## src/rtl/stopwatch_ctrl.sv

```systemverilog
// Stopwatch control: debounces run/stop, clear and lap buttons, sequences the counter
// with one-hot run/stop/clear levels and owns the lap-hold display register.
module stopwatch_ctrl #(
  parameter int unsigned DEBOUNCE_CYCLES = 1_000_000,
  parameter int unsigned CLEAR_HOLD      = 20_000_000,
  parameter int unsigned CNT_W           = 14
) (
  input  logic             clk,
  input  logic             reset,
  input  logic             btn_run_stop,
  input  logic             btn_clear,
  input  logic             btn_lap,
  input  logic [CNT_W-1:0] count_value,
  output logic             run,
  output logic             stop,
  output logic             clear,
  output logic [CNT_W-1:0] disp_value,
  output logic             lap_hold,
  output logic [1:0]       state
);

  localparam int unsigned DbW   = $clog2(DEBOUNCE_CYCLES + 1);
  localparam int unsigned HoldW = (CLEAR_HOLD > 1) ? $clog2(CLEAR_HOLD) : 1;
  localparam int unsigned NBtn  = 3;

  typedef enum logic [1:0] {
    StStop  = 2'b00,
    StRun   = 2'b01,
    StClear = 2'b10
  } state_e;

  // Button index: 0 run/stop, 1 clear, 2 lap.
  logic [NBtn-1:0] raw;
  logic [NBtn-1:0] sync1_q, sync2_q;
  logic [NBtn-1:0] deb_q, deb_d;
  logic [NBtn-1:0] pulse_q, pulse_d;
  logic [DbW-1:0]  db_cnt_q [NBtn];
  logic [DbW-1:0]  db_cnt_d [NBtn];

  assign raw = {btn_lap, btn_clear, btn_run_stop};

  always_ff @(posedge clk or posedge reset) begin
    if (reset) begin
      sync1_q  <= '0;
      sync2_q  <= '0;
      deb_q    <= '0;
      pulse_q  <= '0;
      db_cnt_q <= '{default: '0};
    end else begin
      sync1_q  <= raw;
      sync2_q  <= sync1_q;
      deb_q    <= deb_d;
      pulse_q  <= pulse_d;
      db_cnt_q <= db_cnt_d;
    end
  end

  // The counter tops out at DEBOUNCE_CYCLES, where the level flips and the count restarts.
  always_comb begin
    deb_d    = deb_q;
    pulse_d  = '0;
    db_cnt_d = '{default: '0};
    for (int i = 0; i < int'(NBtn); i++) begin
      if (sync2_q[i] != deb_q[i]) begin
        if (db_cnt_q[i] == DbW'(DEBOUNCE_CYCLES)) begin
          deb_d[i]   = sync2_q[i];
          pulse_d[i] = sync2_q[i];
        end else begin
          db_cnt_d[i] = db_cnt_q[i] + DbW'(1);
        end
      end
    end
  end

  logic rs_pulse, clr_pulse, lap_pulse;
  assign rs_pulse  = pulse_q[0];
  assign clr_pulse = pulse_q[1];
  assign lap_pulse = pulse_q[2];

  state_e           state_q, state_d;
  logic [HoldW-1:0] hold_q, hold_d;
  logic             lap_hold_q, lap_hold_d;
  logic [CNT_W-1:0] disp_q, disp_d;
  logic             run_q, stop_q, clear_q;
  logic             run_d, stop_d, clear_d;

  always_ff @(posedge clk or posedge reset) begin
    if (reset) begin
      state_q    <= StStop;
      hold_q     <= '0;
      lap_hold_q <= 1'b0;
      disp_q     <= '0;
      run_q      <= 1'b0;
      stop_q     <= 1'b1;
      clear_q    <= 1'b0;
    end else begin
      state_q    <= state_d;
      hold_q     <= hold_d;
      lap_hold_q <= lap_hold_d;
      disp_q     <= disp_d;
      run_q      <= run_d;
      stop_q     <= stop_d;
      clear_q    <= clear_d;
    end
  end

  always_comb begin
    state_d    = state_q;
    hold_d     = hold_q;
    lap_hold_d = lap_hold_q;
    disp_d     = lap_hold_q ? disp_q : count_value;
    unique case (state_q)
      StStop: begin
        if (clr_pulse) begin
          state_d    = StClear;
          hold_d     = '0;
          lap_hold_d = 1'b0;
        end else if (rs_pulse) begin
          state_d = StRun;
        end
      end
      StRun: begin
        // run/stop wins over lap; a simultaneous lap is dropped.
        if (rs_pulse) begin
          state_d    = StStop;
          lap_hold_d = 1'b0;
        end else if (lap_pulse) begin
          lap_hold_d = ~lap_hold_q;
        end
      end
      StClear: begin
        if (hold_q == HoldW'(CLEAR_HOLD - 1)) begin
          state_d = StStop;
        end else begin
          hold_d = hold_q + HoldW'(1);
        end
      end
      default: state_d = StStop;
    endcase
  end

  // Outputs are decoded from the next state so they register alongside it.
  always_comb begin
    run_d   = (state_d == StRun);
    stop_d  = (state_d == StStop);
    clear_d = (state_d == StClear);
  end

  assign run        = run_q;
  assign stop       = stop_q;
  assign clear      = clear_q;
  assign lap_hold   = lap_hold_q;
  assign disp_value = disp_q;
  assign state      = state_q;

endmodule

```

## config.mk

```make
export PLATFORM = sky130hd
export DESIGN_NAME = stopwatch_ctrl
export DESIGN_NICKNAME = d
export VERILOG_FILES = /design/src/rtl/stopwatch_ctrl.sv
export SDC_FILE = /design/constraint.sdc
export NUM_CORES = 1
export LEC_CHECK = 0
export BUFFER_PORTS_ARGS = -buffer_cell sky130_fd_sc_hd__buf_2
export CORE_AREA = 2 2 96 98
export DETAILED_ROUTE_END_ITERATION = 10
export DIE_AREA = 0 0 98 100
export PLACE_DENSITY = 0.83
export SLEW_MARGIN = 20
export SYNTH_ARGS = -nofsm -noshare
export SYNTH_HDL_FRONTEND = slang
export SYNTH_SLANG_ARGS = --single-unit
export TNS_END_PERCENT = 30
```

## constraint.sdc

```tcl
create_clock -name clk -period 6.6 [get_ports clk]
set_clock_uncertainty 0.15 [all_clocks]
set_input_delay 0 -clock clk [delete_from_list [all_inputs] [get_ports clk]]
set_output_delay 0 -clock clk [all_outputs]
set_load 0.05 [all_outputs]
```

## Word-level counts from Yosys, hierarchy flattened

Cells that the tools add are included.

| operators by class | value |
|---|---|
| div/mod/pow operators | 0 |
| mux-type cells | 24 |
| bitwise operators | 1 |
| multipliers | 0 |
| add/sub/neg operators | 4 |
| equal/unequal tests | 14 |
| shift operators | 0 |
| reductions and logical operators | 9 |
| magnitude comparators | 0 |

Operators by type and width:

| cell | number |
|---|---|
| 20-bit two-way mux | 6 |
| 20-bit by 1-bit adder with 20-bit output, second input constant | 3 |
| 20-bit == test, second input constant | 3 |
| 25-bit two-way mux | 2 |
| 25-bit one-hot mux with 2 select lines | 1 |
| 25-bit by 1-bit adder with 25-bit output, second input constant | 1 |
| 25-bit == test, second input constant | 1 |
| 1-bit two-way mux | 9 |
| 2-bit two-way mux | 4 |
| 2-bit one-hot mux with 3 select lines | 1 |
| 2-bit AND reduction | 3 |
| 3-bit AND reduction | 2 |
| 2-bit by 1-bit == test with 1-bit output, second input constant | 2 |
| 2-bit == test, second input constant | 2 |
| 2-bit logical NOT | 2 |
| 2-bit inequality test, second input constant | 2 |
| 2-bit nonzero test | 2 |
| 1-bit inequality test | 3 |
| 3-bit inequality test, second input constant | 1 |
| 1-bit one-hot mux with 2 select lines | 1 |
| 1-bit inverter | 1 |

| word-level totals | value |
|---|---|
| latch bits | 0 |
| word-level logic and storage cells | 68 |
| output and inout bits | 20 |
| memories | 0 |
| register bits | 117 |
| input port bits | 19 |
| memory bits (read-only) | 0 |
| bits in writable memories | 0 |

## Depth between registers and ports, before layout

Gate-level depths: netlist (run 1).

| logic depth | value |
|---|---|
| word-level depth | 4 |
| mapped depth | 8 |

## Least setup slack after synthesis (run 1)

No wires, ideal clock.

| path | value |
|---|---|
| path type | reg-to-reg |
| start | register state_q[1] (netlist: state[1]) |
| end | register hold_q[1] |
| stages on the path, launching flop included | 6 |
| clock period less this slack | 2183 ps |
| setup time | 121 ps |
| path buffers | 1 |
| arrival time | 1912 ps |
| path slack | 4417 ps |
| cells stage by stage | dfrtp_1 nor4b_1 nand3_1 o31a_4 buf_6 a22o_1 |

| on the way | value |
|---|---|
| cells in the longest elaborated chain, start to end | 3 |

RTL lines:

| element | line | text |
|---|---|---|
| from (decl) | 80 | `state_e state_q, state_d;` |
| from (signal assigned) | 89 | `state_q <= StStop;` |
| from (signal assigned) | 97 | `state_q <= state_d;` |
| 2-bit == test or 2-bit logical NOT (tied branches) | 112 | `unique case (state_q)` |
| 2-bit inequality test (no source line) or 2-bit nonzero test (tied branches) | -- |  |
| 3-bit AND reduction (no source line) | -- |  |
| to (signal assigned) | 98 | `hold_q <= hold_d;` |
| to (decl) | 81 | `logic [HoldW-1:0] hold_q, hold_d;` |

Several ways; a longest one is shown, not always the timed one.
A chain may end at the register's enable or synchronous reset.

## Final worst setup path (run 1)

| path | value |
|---|---|
| start | register hold_q[8] |
| end | register hold_q[17] |

| on the way | value |
|---|---|
| cells in the longest elaborated chain, start to end | 3 |

RTL lines:

| element | line |
|---|---|
| 25-bit by 1-bit adder with 25-bit output or 25-bit == test (tied branches) | 135, 132 |
| 25-bit two-way mux or 2-bit inequality test (tied branches) | -- |
| 25-bit one-hot mux with 2 select lines or 3-bit AND reduction (tied branches) | -- |

Several ways; a longest one is shown, not always the timed one. The select of a mux whose other input is x is not followed.

==> results of run 1 <==
[critical path: stages (launching register included)]
cell and delay (ns):
dfrtp_1 0.46, nor4b_1 0.48, nand3_1 0.31, o31ai_4 0.79
inv_1 0.35, a31oi_1 0.25
[flip-flops by register name, summed over array words and instances, names as in the netlist]
signal,flops
sync2_q,3
stop,1
db_cnt_q,60
sync1_q,3
run,1
deb_q,3
state,2
hold_q,25
lap_hold,1
clear,1
pulse_q,3
disp_value,14
[power by group]
group	switching [µW]	total (µW)	leakage (µW)	internal, µW
Clock	304	826	0.000262	522
Sequential	10.4	739	0.00158	729
Combinational	47.7	72.6	0.00110	24.9
[stage by stage]
stage          power (µW)  std cells   util
6_report             1640        731  0.737
5_1_grt              1690        731  0.737
4_1_cts              1640        731  0.736
3_5_place_dp          813        680  0.654
3_3_place_gp          809        680  0.654
2_1_floorplan         793        545      -
[repair_timing]
action,4_1_cts,5_1_grt
setup endpoints to repair,0,0
hold buffers,21,0
endpoints found under the hold margin,77,0
buffers inserted,0,0
[layout by cell type, fill, tap and decap left out, types with 2 or more instances in the layout]
cell type,instances
dfrtp_1,116
nor2_1,81
nand2_1,40
buf_2,38
nand3_1,36
xor2_1,35
o21ai_0,31
xnor2_1,23
and3_1,22
dlygate4sd3_1,21
inv_1,18
nand4_1,17
mux2_2,16
clkbuf_16,16
a21oi_1,11
nor3_1,11
a31oi_1,8
ha_1,7
nor4_1,5
nor4b_1,5
and4_1,5
clkbuf_1,5
or3_1,4
a41oi_1,4
clkbuf_8,4
clkinv_2,4
nor3b_1,3
o41ai_1,3
or4_4,2
nand2b_1,2
and4b_1,2
[cells by family after synthesis]
group / count (synthesis) / share of synthesized area
xor+xnor: 58 / 0.0912
compound gates: 66 / 0.0748
flops: 117 / 0.526
simple gates: 245 / 0.225
fa+ha+maj: 7 / 0.0157
mux: 18 / 0.0368
buf+inv: 34 / 0.0301
[layer usage]
metal / vias up / GRT usage / share of wire
li1: 2045 / - / -
met1: 2121 / 0.329 / 0.41
met2: 126 / 0.457 / 0.51
met3: 33 / 0.0543 / 0.046
met4: 0 / 0.127 / 0.029
met5: - / 0 / 0
[cell type report]
class,count,area [µm²]
flip-flops and latches,117,2930
multi-input cells,394,2480
fillers,585,2340
clock buffers,25,474
repair buffers,60,408
well taps,111,139
inverters,19,73.8
clock inverters,5,50.0
[worst paths after layout]
kind                                       to  slack, ns
worst max-delay path               hold_q[17]       3.72
worst min-delay path             db_cnt_q[27]       0.02
worst max register to register     hold_q[17]       3.72
worst min register to register     sync2_q[1]       0.21
max in group asynchronous          hold_q[19]       5.08
min in group clk                disp_value[5]       0.10
==> results by group, run 1 <==
STA
  • # setup viols final: 0
  • Worst-Margin Slew: around 0.95 ns
  • Hold WS: 0.0227 ns
  • Slew headroom: 0.358
  • Final Critical Period: 2.88 ns
  • Final worst setup slack: 3.72 ns
  • Final hold vios: 0
  • RSZ-0062 raised after global routing: no
  • Peak Freq: 347 MHz
  • Slew Limit Fails: 0
  • Final period util: 0.436
  • Setup_tns: 0 ns

Global route
  • Largest net degree at the start of global routing: 62
  • Global-route wire length before repair: 20800 µm
  • Overall routing resource usage: 0.268
  • Initial antenna violation count: 0
  • Gr ovfl total: 0
  • Vias in the first global route: roughly 4400

Clock network
  • Clock Tree Root: clkbuf_8
  • Clock Tree Buf Depth: 2
  • CTS Sinks: 117
  • TritonCTS Buffers: 17
  • TritonCTS clock tree: yes
  • # H-tree levels: 4
  • Post-CTS sizing: 0
  • Worst-path clk slew: 0.06 ns
  • Worst-skew pair later-pin latency: 0.51 ns

Route
  • Drt pass-1 iters: 5
  • Wire per inst: 16.8 µm
  • DRC: 0
  • Detail Route Antenna Nets: 0
  • Initial DRC Count: 388
  • Overall routed net length: 12300 µm
  • Vias per cell: a little under 6
  • Vias: 4325

Worst setup path
  • Worst Path Max Fanout: 21
  • Arr. time, crit path: 3.15 ns
  • Startpoint type of the worst setup path: register
  • Crit end category: register
  • Worst setup path startpoint: hold_q[8]
  • R2R depth: 5
  • Worst EP required: 6.88 ns
  • Worst Path Class, Setup: reg -> reg
  • R2R Path Start: hold_q[8]

Synth
  • Syn Nets: 571
  • Synth Register Bits: around 120
  • Post-synth EDFFs: 0
  • Warnings, synthesis: 0
  • Top cell type by total area after synthesis: dfrtp_1
  • Cell area after synthesis: ~5600 µm²
  • Most numerous cell in the Yosys netlist: dfrtp_1
  • Netlist cell types: 53
  • Seq/Total Area, Yosys: 0.526
  • Post-synth top area share: 0.521
  • Most used DFF post-synth: dfrtp_1
  • Main area contributors after synthesis: dfrtp_1, xor2_1, nor2_1, xnor2_1, nand3_1
  • Syn avg cell area: 10.2 µm²
  • Asr flop ratio synth: 1.00
  • Top cells by count, synth: dfrtp_1, nor2_1, nand2_1
  • Cells after Synth: 545

Floorplanning
  • Die ar.: 9800 µm²
  • Core Area: ~8900 µm²
  • Boundary Pins: 39
  • Initial Utilization: 0.626
  • Die W: 98 µm
  • Cell Rows: 35
  • Vert. Die Dim: roughly 100 µm

Hold path
  • Hold crit path type: in -> async

Cells and area
  • Share of cells above drive strength 1: 0.153
  • ANT cells: 0
  • Final instance area: between 6000 and 7000 µm²
  • Nets@finish: roughly 640
  • Synth-to-layout area growth: 17.6%

Power and ir drop
  • Leak: just under 0.003 µW
  • P per Cell Area: 250 nW/µm²
  • Maximum vdd drop: 0.206 mV

Run status
  • Outcome: finished, final reports clean

Placement
  • Post-DP HPWL: 7340 µm
  • IO Port Bufs: 38
  • Setup WS pre-CTS: ~3.7 ns
  • Placed Area: between 5000 and 6000 µm²
  • Gp weighted congestion: 0.849

Job
  • Max Cap Viol: 0
Power figures use the tool's default switching activity.
==> inputs of run 2 (changes only) <==
Settings changed: CORE_AREA 2 2 96 98 to 2 2 100 102, DIE_AREA 0 0 98 100 to 0 0 102 104, PLACE_DENSITY 0.83 to 0.78.
Clock period 6.6 ns to 2.65 ns, I/O delays scaled along.
==> results by group, run 2 (same netlist as run 1, synthesis figures left out) <==
Run status
  • Outcome: finished, final reports clean

Cells and area
  • Commonest cells after routing, fill and taps aside: dfrtp_1, nor2_1, nand2_1
  • Synth-to-layout area growth: 21.1%
  • Commonest non-fill, non-tap cell in the layout: dfrtp_1
  • ANT cells: 0
  • Top reg by flops: db_cnt_q
  • Nets@finish: 643
  • Share of cells above drive strength 1: 0.168
  • Finished Layout Cells: 763
  • Max FFs per register: 60

Placement
  • Post-DP HPWL: 7160 µm
  • IO Port Bufs: 38
  • Setup WS pre-CTS: 0.310 ns
  • Placed cells: slightly above 700
  • Gp weighted congestion: 0.876

Worst setup path
  • Startpoint type of the worst setup path: register
  • Worst Path Class, Setup: reg -> reg
  • Worst EP required: 2.93 ns
  • Slowest stage delay, CP: 0.50 ns
  • Crit end category: register
  • Worst Path Max Fanout: 13
  • Slowest cell on the critical path: o31ai_4
  • CP Cell Sequence: ha_1, and3_1, nand3_1, o31ai_4, buf_4, a21oi_1, o21ai_0
  • Arr. time, crit path: about 2.7 ns

Floorplanning
  • Die W: 102 µm
  • Vert. Die Dim: 104 µm
  • Initial Utilization: 0.583
  • Cell Rows: 36
  • Boundary Pins: 39
  • Core Area: 9550 µm²
  • Die ar.: 10600 µm²

Route
  • Wire per inst: 15.5 µm
  • DRC: 0
  • Top Metal Used: met4
  • Detail Route Antenna Nets: 0
  • WL met3: 511 µm
  • Vias: 4318
  • Initial DRC Count: between 200 and 250
  • Drt pass-1 iters: 5
  • Met2 WL: 6000 µm
  • Vias per cell: 5.66
  • Metal-1 WL: 5070 µm
  • Overall routed net length: 11800 µm

Hold path
  • Hold crit path type: in -> reg

Clock network
  • Worst-path clk slew: around 0.060 ns
  • Clock Tree Root: clkbuf_8
  • Worst-skew pair later-pin latency: 0.52 ns
  • CTS Sinks: between 100 and 150
  • # H-tree levels: 4
  • Post-CTS sizing: 0
  • Clock Tree Buf Depth: 2
  • TritonCTS Buffers: 17
  • Hold-fix buffers, CTS: 22
  • TritonCTS clock tree: yes
  • Post-CTS Setup Bufs: 0

Power and ir drop
  • Leak: ~0.0030 µW
  • Power, Total: approximately 4400 µW
  • Maximum vdd drop: 0.717 mV
  • P per Cell Area: 651 nW/µm²

Global route
  • Vias in the first global route: ~4300
  • Overall routing resource usage: 0.235
  • Largest net degree at the start of global routing: 66
  • Global-route wire length before repair: about 20000 µm
  • Gr ovfl total: 0
  • Initial antenna violation count: 0

STA
  • Worst-Margin Slew: 0.714 ns
  • Final worst setup slack: around 0.24 ns
  • Slew headroom: 0.524
  • Peak Freq: 415 MHz
  • Final period util: 0.908
  • # setup viols final: 0
  • Final Critical Period: 2.41 ns
  • Setup_tns: 0 ns
  • RSZ-0062 raised after global routing: no
  • Final hold vios: 0
  • Slew Limit Fails: 0
  • Hold WS: slightly above 0.1 ns

Job
  • Max Cap Viol: 0
==> run 2: per-stage QoR <==
step / util / instance area [µm²]
after floorplan: - / 5570
after global placement: 0.618 / 5910
after detailed placement: 0.618 / 5910
after CTS: 0.706 / 6740
after global routing: 0.706 / 6740
final: 0.706 / 6740
==> run 2: final cells by class <==
cell class | count | area (µm²)
Sequential cell | 117 | 2930
Fill cell | 675 | 2810
Multi-Input combinational cell | 394 | 2470
Timing Repair Buffer | 68 | 483
Clock buffer | 22 | 463
Tap cell | 133 | 166
Clock inverter | 10 | 153
Inverter | 19 | 75.1
==> run 2: path summary, 6_finish.rpt <==
check / cells after the start / endpoint / slack [ns] / startpoint
max in group asynchronous: 5 / stop / 1.00 / reset
worst min register to register: 0 / sync2_q[1] / 0.20 / sync1_q[1]
worst min-delay path: 3 / disp_value[7] / 0.10 / count_value[7]
worst max-delay path: 7 / hold_q[11] / 0.24 / hold_q[0]
min in group asynchronous: 4 / db_cnt_q[29] / 0.56 / reset
worst max register to register: 7 / hold_q[11] / 0.24 / hold_q[0]
==> run 2: power by group <==
part | leakage (µW) | switching [µW] | total (µW) | internal (µW)
Clock | 0.000305 | 778 | 2370 | 1590
Combinational | 0.00114 | 117 | 183 | 65.5
Sequential | 0.00158 | 23.2 | 1840 | 1820
Total | 0.00302 | 919 | 4390 | 3470
==> run 2: per-layer routing <==
layer  vias to the layer above  GRT usage
li1                       2058          -
met1                      2116      0.303
met2                       120      0.375
met3                        24     0.0753
met4                         0     0.0800
met5                         -          0
==> run 2: critical path, delay by kind of cell, from the launching register on <==
family          cells  cell delay [ns]
flops               1             0.40
fa+ha+maj           1             0.24
buf+inv             1             0.27
simple gates        2             0.54
compound gates      3             0.72
